### src/rtl/hazard_ctrl_pkg.sv
// Shared definitions for the pipeline hazard controller: the scoreboard entry
// layout, the BUBBLE encodings and the forwarding-select encoding.
package hazard_ctrl_pkg;

  // Widest register address a scoreboard entry can hold (RA_W must not exceed it).
  localparam int SB_RA_W = 8;

  // One tracked in-flight instruction.
  typedef struct packed {
    logic               valid;
    logic [SB_RA_W-1:0] rd;
    logic               wen;
    logic               is_load;
  } sb_entry_t;

  // Empty slot: nothing in flight, never matches a source.
  localparam sb_entry_t SB_BUBBLE = '{valid: 1'b0, rd: '0, wen: 1'b0, is_load: 1'b0};

  // Instruction word the fetch stage inserts when IF/ID is flushed (addi x0, x0, 0).
  localparam logic [31:0] BUBBLE_INSTR = 32'h0000_0013;

  // Forwarding select: 0 reads the register file, k+1 takes slot k.
  localparam int          FWD_SEL_W  = 3;
  localparam logic [2:0]  FWD_SEL_RF = 3'd0;

  function automatic logic [FWD_SEL_W-1:0] fwd_sel_slot(input logic [2:0] slot);
    return slot + 3'd1;
  endfunction

endpackage

### src/rtl/hazard_match.sv
// Compares one ID source operand against every scoreboard slot. The youngest
// (lowest index) matching slot wins; x0 never matches.
module hazard_match
  import hazard_ctrl_pkg::*;
#(
  parameter int RA_W  = 5,
  parameter int DEPTH = 3
) (
  input  logic                  src_used,
  input  logic [RA_W-1:0]       src_addr,
  input  sb_entry_t [DEPTH-1:0] sb,
  output logic                  hit,
  output logic [2:0]            slot,
  output logic                  load_use
);

  // Scan oldest to youngest so the youngest match overwrites older ones.
  always_comb begin
    hit  = 1'b0;
    slot = 3'd0;
    for (int k = DEPTH - 1; k >= 0; k--) begin
      if (src_used && (src_addr != '0) && sb[k].valid && sb[k].wen &&
          (sb[k].rd == SB_RA_W'(src_addr))) begin
        hit  = 1'b1;
        slot = 3'(k);
      end
    end
    load_use = hit && (slot == 3'd0) && sb[0].is_load;
  end

endmodule

### src/rtl/hazard_ctrl.sv
// Pipeline hazard controller: tracks in-flight destinations in a DEPTH-slot
// scoreboard and produces stall / flush / bubble controls plus operand
// forwarding selects.
// Build option: define HAZARD_FWD_EN to resolve hazards by forwarding (only a
// load-use stalls for one cycle); without it every dependency stalls until the
// producer has left the last slot and the forwarding outputs are tied to 0.
module hazard_ctrl
  import hazard_ctrl_pkg::*;
#(
  parameter int XLEN  = 32,
  parameter int RA_W  = 5,
  parameter int DEPTH = 3,   // legal range 2..6
  parameter int CNT_W = 16
) (
  input  logic                  clk,
  input  logic                  reset,
  input  logic                  id_valid,
  input  logic [RA_W-1:0]       id_rs1_addr,
  input  logic [RA_W-1:0]       id_rs2_addr,
  input  logic                  id_rs1_used,
  input  logic                  id_rs2_used,
  input  logic [RA_W-1:0]       id_rd_addr,
  input  logic                  id_rf_wen,
  input  logic                  id_is_load,
  input  logic                  ex_redirect,
  input  logic [DEPTH*XLEN-1:0] stage_data,
  output logic                  stall_if,
  output logic                  stall_id,
  output logic                  flush_ifid,
  output logic                  bubble_ex,
  output logic [2:0]            rs1_fwd_sel,
  output logic [2:0]            rs2_fwd_sel,
  output logic [XLEN-1:0]       rs1_fwd_data,
  output logic [XLEN-1:0]       rs2_fwd_data,
  output logic [CNT_W-1:0]      stall_cnt,
  output logic [CNT_W-1:0]      flush_cnt
);

  sb_entry_t [DEPTH-1:0] sb_q, sb_d;
  logic [CNT_W-1:0]      stall_cnt_q, stall_cnt_d;
  logic [CNT_W-1:0]      flush_cnt_q, flush_cnt_d;

  logic       rs1_hit, rs2_hit, rs1_lu, rs2_lu, hazard, stall;
  logic [2:0] rs1_slot, rs2_slot;

  hazard_match #(.RA_W(RA_W), .DEPTH(DEPTH)) u_match_rs1 (
    .src_used (id_valid & id_rs1_used),
    .src_addr (id_rs1_addr),
    .sb       (sb_q),
    .hit      (rs1_hit),
    .slot     (rs1_slot),
    .load_use (rs1_lu)
  );

  hazard_match #(.RA_W(RA_W), .DEPTH(DEPTH)) u_match_rs2 (
    .src_used (id_valid & id_rs2_used),
    .src_addr (id_rs2_addr),
    .sb       (sb_q),
    .hit      (rs2_hit),
    .slot     (rs2_slot),
    .load_use (rs2_lu)
  );

`ifdef HAZARD_FWD_EN
  assign hazard = rs1_lu | rs2_lu;
`else
  assign hazard = rs1_hit | rs2_hit;
  logic unused_nofwd;
  assign unused_nofwd = ^{stage_data, rs1_slot, rs2_slot, rs1_lu, rs2_lu};
`endif

  // A redirect squashes the ID instruction, so it overrides any stall; reset forces everything quiet.
  assign stall = hazard & ~ex_redirect & ~reset;

  // Pipeline control outputs, combinational from inputs and scoreboard.
  always_comb begin
    stall_if   = stall;
    stall_id   = stall;
    flush_ifid = ex_redirect & ~reset;
    bubble_ex  = stall | (ex_redirect & ~reset);
  end

  // Operand forwarding: take the youngest producer's result unless it is a load still in EX.
  always_comb begin
    rs1_fwd_sel  = FWD_SEL_RF;
    rs2_fwd_sel  = FWD_SEL_RF;
    rs1_fwd_data = '0;
    rs2_fwd_data = '0;
`ifdef HAZARD_FWD_EN
    if (!reset && rs1_hit && !rs1_lu) begin
      rs1_fwd_sel  = fwd_sel_slot(rs1_slot);
      rs1_fwd_data = stage_data[int'(rs1_slot)*XLEN +: XLEN];
    end
    if (!reset && rs2_hit && !rs2_lu) begin
      rs2_fwd_sel  = fwd_sel_slot(rs2_slot);
      rs2_fwd_data = stage_data[int'(rs2_slot)*XLEN +: XLEN];
    end
`endif
  end

  // Scoreboard advance and saturating performance counters.
  always_comb begin
    sb_d = sb_q;
    for (int k = DEPTH - 1; k >= 1; k--) begin
      sb_d[k] = sb_q[k-1];
    end
    if (id_valid && !stall && !ex_redirect) begin
      sb_d[0] = '{valid: 1'b1, rd: SB_RA_W'(id_rd_addr), wen: id_rf_wen, is_load: id_is_load};
    end else begin
      sb_d[0] = SB_BUBBLE;
    end
    stall_cnt_d = stall_cnt_q;
    flush_cnt_d = flush_cnt_q;
    if (stall && (stall_cnt_q != '1)) stall_cnt_d = stall_cnt_q + 1'b1;
    if (ex_redirect && (flush_cnt_q != '1)) flush_cnt_d = flush_cnt_q + 1'b1;
  end

  // State registers with asynchronous clear.
  always_ff @(posedge clk or posedge reset) begin
    if (reset) begin
      sb_q        <= {DEPTH{SB_BUBBLE}};
      stall_cnt_q <= '0;
      flush_cnt_q <= '0;
    end else begin
      sb_q        <= sb_d;
      stall_cnt_q <= stall_cnt_d;
      flush_cnt_q <= flush_cnt_d;
    end
  end

  assign stall_cnt = stall_cnt_q;
  assign flush_cnt = flush_cnt_q;

endmodule

### config.mk
export PLATFORM = sky130hd
export DESIGN_NAME = hazard_ctrl
export DESIGN_NICKNAME = d
export VERILOG_FILES = /design/src/rtl/hazard_ctrl_pkg.sv /design/src/rtl/hazard_match.sv /design/src/rtl/hazard_ctrl.sv
export SDC_FILE = /design/constraint.sdc
export NUM_CORES = 1
export LEC_CHECK = 0
export BUFFER_PORTS_ARGS = -buffer_cell sky130_fd_sc_hd__buf_2
export CORE_UTILIZATION = 40
export CTS_BUF_LIST = sky130_fd_sc_hd__clkbuf_16
export DETAILED_ROUTE_END_ITERATION = 7
export GPL_TIMING_DRIVEN = 0
export PLACE_DENSITY_LB_ADDON = 0.3
export SETUP_SLACK_MARGIN = 0.02
export SKIP_LAST_GASP = 1
export SLEW_MARGIN = 25
export SYNTH_ARGS = -nofsm -noshare
export SYNTH_HDL_FRONTEND = slang
export SYNTH_SLANG_ARGS = --single-unit
### constraint.sdc
create_clock -name clk -period 3.1 [get_ports clk]
set_input_delay 0 -clock clk [delete_from_list [all_inputs] [get_ports clk]]
set_output_delay 0 -clock clk [all_outputs]
set_load 0.05 [all_outputs]
Word-level counts from Yosys, hierarchy flattened
Index checks and enable logic that the tools add are counted.
{"block": "op_classes", "add_sub_neg": 2, "eq_ne": 8, "muxes": 7, "bitwise_logic": 9, "n_reduce_logical": 28}
{"op": "$eq 8x5->1", "n": 6}
{"op": "$add 16x1->16 const B", "n": 2}
{"op": "$ne 16x16->1 const B", "n": 2}
{"op": "$logic_and 1x1->1", "n": 24}
{"op": "$mux 11", "n": 1}
{"op": "$reduce_bool 5->1", "n": 2}
{"op": "$mux 1", "n": 6}
{"op": "$and 1x1->1", "n": 5}
{"op": "$logic_not 1->1", "n": 2}
{"op": "$not 1->1", "n": 2}
{"op": "$or 1x1->1", "n": 2}
{"block": "word_totals", "regBits": 62, "in_bits": 119, "output_inout_bits": 106, "elab_cells": 65}

Longest topological paths before layout
{"block": "depth", "depth_word": 15, "ltp_mapped": 7, "depth_no_buf": 7}

By module
From an unflattened synthesis, not the netlist that was laid out.
{"block": "unflattened", "hier_cells": 334, "area_unflattened_um2": 3410.8}
{"mod": "hazard_ctrl", "instances": 1, "cells_per_inst": 260, "area_per_inst_um2": 2857.7, "seq_area_each_um2": 1401.3}
{"mod": "hazard_match", "instances": 2, "cells_per_inst": 37, "area_per_inst_um2": 276.5, "seq_area_each_um2": 0.0}

Worst setup path before layout
Ideal clock, no wire load.
{"block": "synth_timing", "kind": "input-to-output", "startpoint": "input port reset", "endpoint": "output port stall_if", "t_arrival_ps": 2853, "required_time_ps": 3100, "setup_slack_ps": 247, "cell_stages": 5, "path_buffers": 2, "path_cell_list": "clkbuf_1 inv_1 nand2_1 nor2_1 buf_4"}
{"block": "synth_via", "elab_chain_len": 2}
{"element": "from (decl)", "line": "hazard_ctrl.sv:16", "source": "input logic reset,"}
{"element": "$not 1->1", "line": "hazard_ctrl.sv:73", "source": "assign stall = hazard & ~ex_redirect & ~reset;"}
{"element": "$and 1x1->1", "line": "hazard_ctrl.sv:73"}
{"element": "to (decl)", "line": "hazard_ctrl.sv:27", "source": "output logic stall_if,"}
No other way between the ends.

Worst setup path in the final report
{"block": "layout_timing", "startpoint": "register sb_q (netlist bit sb_d[16])", "endpoint": "output port stall_if"}
{"block": "layout_via", "elab_chain_len": 6, "elab_cells_between_ends": 9, "classes_between": "eq/ne (2); mux (2); bitwise (3); reduce/logical (2)"}
{"element": "from (decl)", "line": "hazard_ctrl.sv:39", "source": "sb_entry_t [DEPTH-1:0] sb_q, sb_d;"}
{"element": "from (signal assigned)", "line": "hazard_ctrl.sv:121", "source": "sb_q <= {DEPTH{SB_BUBBLE}};"}
{"element": "$eq 8x5->1", "line": "hazard_match.sv:23", "source": "(sb[k].rd == SB_RA_W'(src_addr))) begin"}
{"element": "$logic_and 1x1->1", "line": "hazard_match.sv:22", "source": "if (src_used && (src_addr != '0) && sb[k].valid && sb[k].wen &&"}
{"element": "$mux 1", "line": "hazard_match.sv:22"}
{"element": "$or 1x1->1 *", "line": "hazard_ctrl.sv:67", "source": "assign hazard = rs1_hit | rs2_hit;"}
{"element": "$and 1x1->1 * (2 in a row)", "line": "hazard_ctrl.sv:73"}
Every way passes the cells marked *; elsewhere a longest branch is shown, timed or not.

==> reports/results.tsv <==
stage	metric	value	unit
outcome	status	complete, but fails checks	
outcome	failing checks	hold timing	
placement	DP Worst Slack	0.728	ns
pwr	VDD IR-drop max	0.000521	V
setup_path	startpoint types	flop	
clock_tree	number of gates resized after cts	0	
clock_tree	total CTS buffers	5	
pwr	P_sw	0.757	mW
sta	RSZ-0062 raised after global routing	false	
floorplan	core area	7690	um2
final_layout	synthesis-to-finish area growth	27.5	%
clock_tree	CTS clk-pin slew, worst paths	0.07	ns
synthesis	Area contributors post-synth	dfrtp_1, buf_4, xnor2_1	
sta	Final Skew	0.00715	ns
setup_path	WS Path Type	reg -> out	
floorplan	Row Count	32	
synthesis	Synth Instances	290	
placement	dpl cells	517	
grt	gr ovfl total	0	
synthesis	Synth Area per Inst	10.9	um2
grt	vias in the first global route	2118	
clock_tree	CTS Sinks	53	
routing	via count	2251	
setup_path	Worst EP required	3.10	ns
floorplan	Initial Util	41.2	%
placement	detailed placement HPWL	4.72	mm
synthesis	Synth cell types	39	
synthesis	share of the synthesized area in the top cell type	41.9	%
setup_path	worst-path fanout max	9	
setup_path	crit path DAT	2.58	ns
sta	hold slack	-0.0292	ns
sta	setup TNS	0	ns
floorplan	I/O pins	225	
placement	Placer Congestion	0.779	
routing	first-pass iteration count of the detailed router	4	
pwr	P per Cell Area	489	nW/um2
sta	Slew Viols, Final	0	
setup_path	endpoint class of the critical path	output pin	
pwr	clock share of power	26.9	%
final_layout	n_diodes	0	
pwr	combinational share of power	31.8	%
routing	Final ANT Viol Nets	0	
pwr	Flop pwr share	41.3	%
clock_tree	clock latency on the worst-skew pair	0.28	ns
synthesis	Seq cells post-synth	53	
floorplan	die area	8280	um2
clock_tree	CTS tree	done	
sta	Final Critical Period	2.58	ns
job	max cap viols	0	
synthesis	sequential share of the synthesized area	41.9	%
clock_tree	number of H-tree levels	2	
sta	Tcrit/Tclk final	83.2	%
grt	first-pass GRT wire length	10.0	mm
placement	Port Buf Inserts	56	
pwr	internal power	1.22	mW
clock_tree	worst-case clock buffer depth	2	
routing	DRC Markers	0	
routing	Routed wire per std cell	11.7	um
routing	1st-iter DRT viols	45	
pwr	total power	1.97	mW
clock_tree	postcts setup bufs	0	
floorplan	Die Span X	91.0	um
sta	fmax	388	MHz
sta	final hold viol count	21	
grt	GRT Overall Usage	15.1	%
pwr	leakage	2.22	nW
grt	largest net degree at the start of global routing	55	
sta	# setup viols final	0	
sta	Worst Max-Slew Pin Slew	0.646	ns
final_layout	non-filler instance count after layout	530	
routing	Post-Route WL	6.18	mm
clock_tree	CTS root buf	clkbuf_16	
floorplan	Die H	91.0	um
routing	via/cell ratio	4.25	
min_path	Worst Hold Class	in -> async	
synthesis	Netlist Area Pre-Place	3170	um2
pwr	switch share	38.3	%
sta	setup ws final	0.522	ns
sta	Slew headroom	57.0	%
grt	initial antenna violation count	0	
final_layout	Final nets	549	
synthesis	cell taking the most area after synthesis	dfrtp_1	
final_layout	share of cells above drive strength 1	36.0	%
synthesis	Ys Warns	0	
power by group through the flow:
| stage | clock (mW) | sequential [mW] | combinational (mW) |
|---|---|---|---|
| 6_report | 0.531 | 0.816 | 0.628 |
| 5_1_grt | 0.576 | 0.830 | 0.663 |
| 4_1_cts | 0.552 | 0.817 | 0.629 |
| 3_5_place_dp | 0 | 0.830 | 0.623 |
| 3_3_place_gp | 0 | 0.828 | 0.617 |
| 2_1_floorplan | 0 | 0.971 | 0.376 |
cell families (layout without fill, tap and decap cells):
logic type,count (synthesis),after routing,share of synthesized area (%)
compound gates,31,31,10.5
xor+xnor,60,60,16.6
fa+ha+maj,2,2,0.790
buf+inv,81,150,18.6
flops,53,53,41.9
mux,2,2,0.711
other cells,1,70,0.118
simple gates,60,60,10.7
cells in the mapped netlist:
library cell and instances:
o21a_1 2, ha_1 2, a21oi_2 1, inv_1 6
o31a_1 1, or4_1 3, nor2_2 1, o21ai_2 1
nand2_1 7, nor4_1 5, o21ai_1 3, xor2_1 29
o2111ai_2 1, and3_1 11, clkbuf_1 1, or2_2 1
nor4_2 1, o2111ai_1 4, o211ai_1 2, xnor2_1 31
buf_8 1, nand3_1 6, dfrtp_1 53, o211a_1 6
mux2_1 1, conb_1 1, a31oi_4 2, mux2_2 1
and4_1 1, buf_4 71, nor3_1 2, o211ai_2 6
buf_2 1, a2111oi_4 1, nand4_1 12, buf_6 1
nor2b_1 2, o21bai_1 1, nor2_1 8
flip-flops by register name, summed over array words and instances, names as in the netlist:
signal and cells:
stall_cnt 16, flush_cnt 16, sb_q 7, sb_d 14
critical path: stages, from the launching register on:
cell,delay [ns]
dfrtp_1,0.42
xor2_1,0.15
nor4_1,0.35
nand4_1,0.23
a31oi_4,0.37
nor2_2,0.17
nor2_1,0.22
buf_4,0.14
buf_2,0.24
per-stage QoR:
stage,util [%],cell area [um2]
3_5_place_dp,49.9,3840
5_1_grt,52.5,4040
3_3_place_gp,49.9,3830
2_1_floorplan,-,3430
6_report,52.5,4040
4_1_cts,52.5,4040
routing by layer:
| metal | vias up | part of all wire, % | global-route usage [%] |
|---|---|---|---|
| met4 | 0 | 0.47 | 3.97 |
| met1 | 1043 | 43 | 18.3 |
| met2 | 76 | 50 | 26.7 |
| met5 | - | 0 | 0 |
| met3 | 2 | 6.6 | 3.77 |
| li1 | 1130 | - | - |
path summary, 6_finish.rpt:
check                              from           end  slack [ns]  cells after the start
setup reg to reg           stall_cnt[0]  stall_cnt[1]        0.93                      7
hold / removal                    reset      sb_d[16]       -0.03                      2
hold reg to reg                sb_d[32]      sb_q[32]        0.40                      0
setup / recovery               sb_d[16]      stall_if        0.52                      8
max in group asynchronous         reset      sb_d[24]        2.67                      2
min in group clk            ex_redirect      sb_d[21]        0.20                      4
layout by cell type, fill, tap and decap left out, types with 5 or more instances in the layout:
cell type,instances
buf_4,71
nor4_1,5
xor2_1,29
nand2_1,7
inv_1,5
o211a_1,6
buf_2,57
dfrtp_1,53
conb_1,70
nor2_1,8
dlygate4sd3_1,6
clkbuf_16,5
xnor2_1,31
o211ai_2,6
nand3_1,6
nand4_1,12
and3_1,11
final cells by class:
class	count	area, um2
clock inverters	2	16.3
flip-flops and latches	53	1330
inverters	6	25.0
plain buffers	75	568
clock buffers	5	125
well taps	102	128
fillers	722	3650
repair buffers	62	340
multi-input cells	225	1510
timing repair:
| action | CTS | global route |
|---|---|---|
| hold buffers | 6 | 0 |
| endpoints found under the setup margin | 0 | 0 |
| hold endpoints to repair | 6 | 0 |
(Power assumes the default switching activity.)
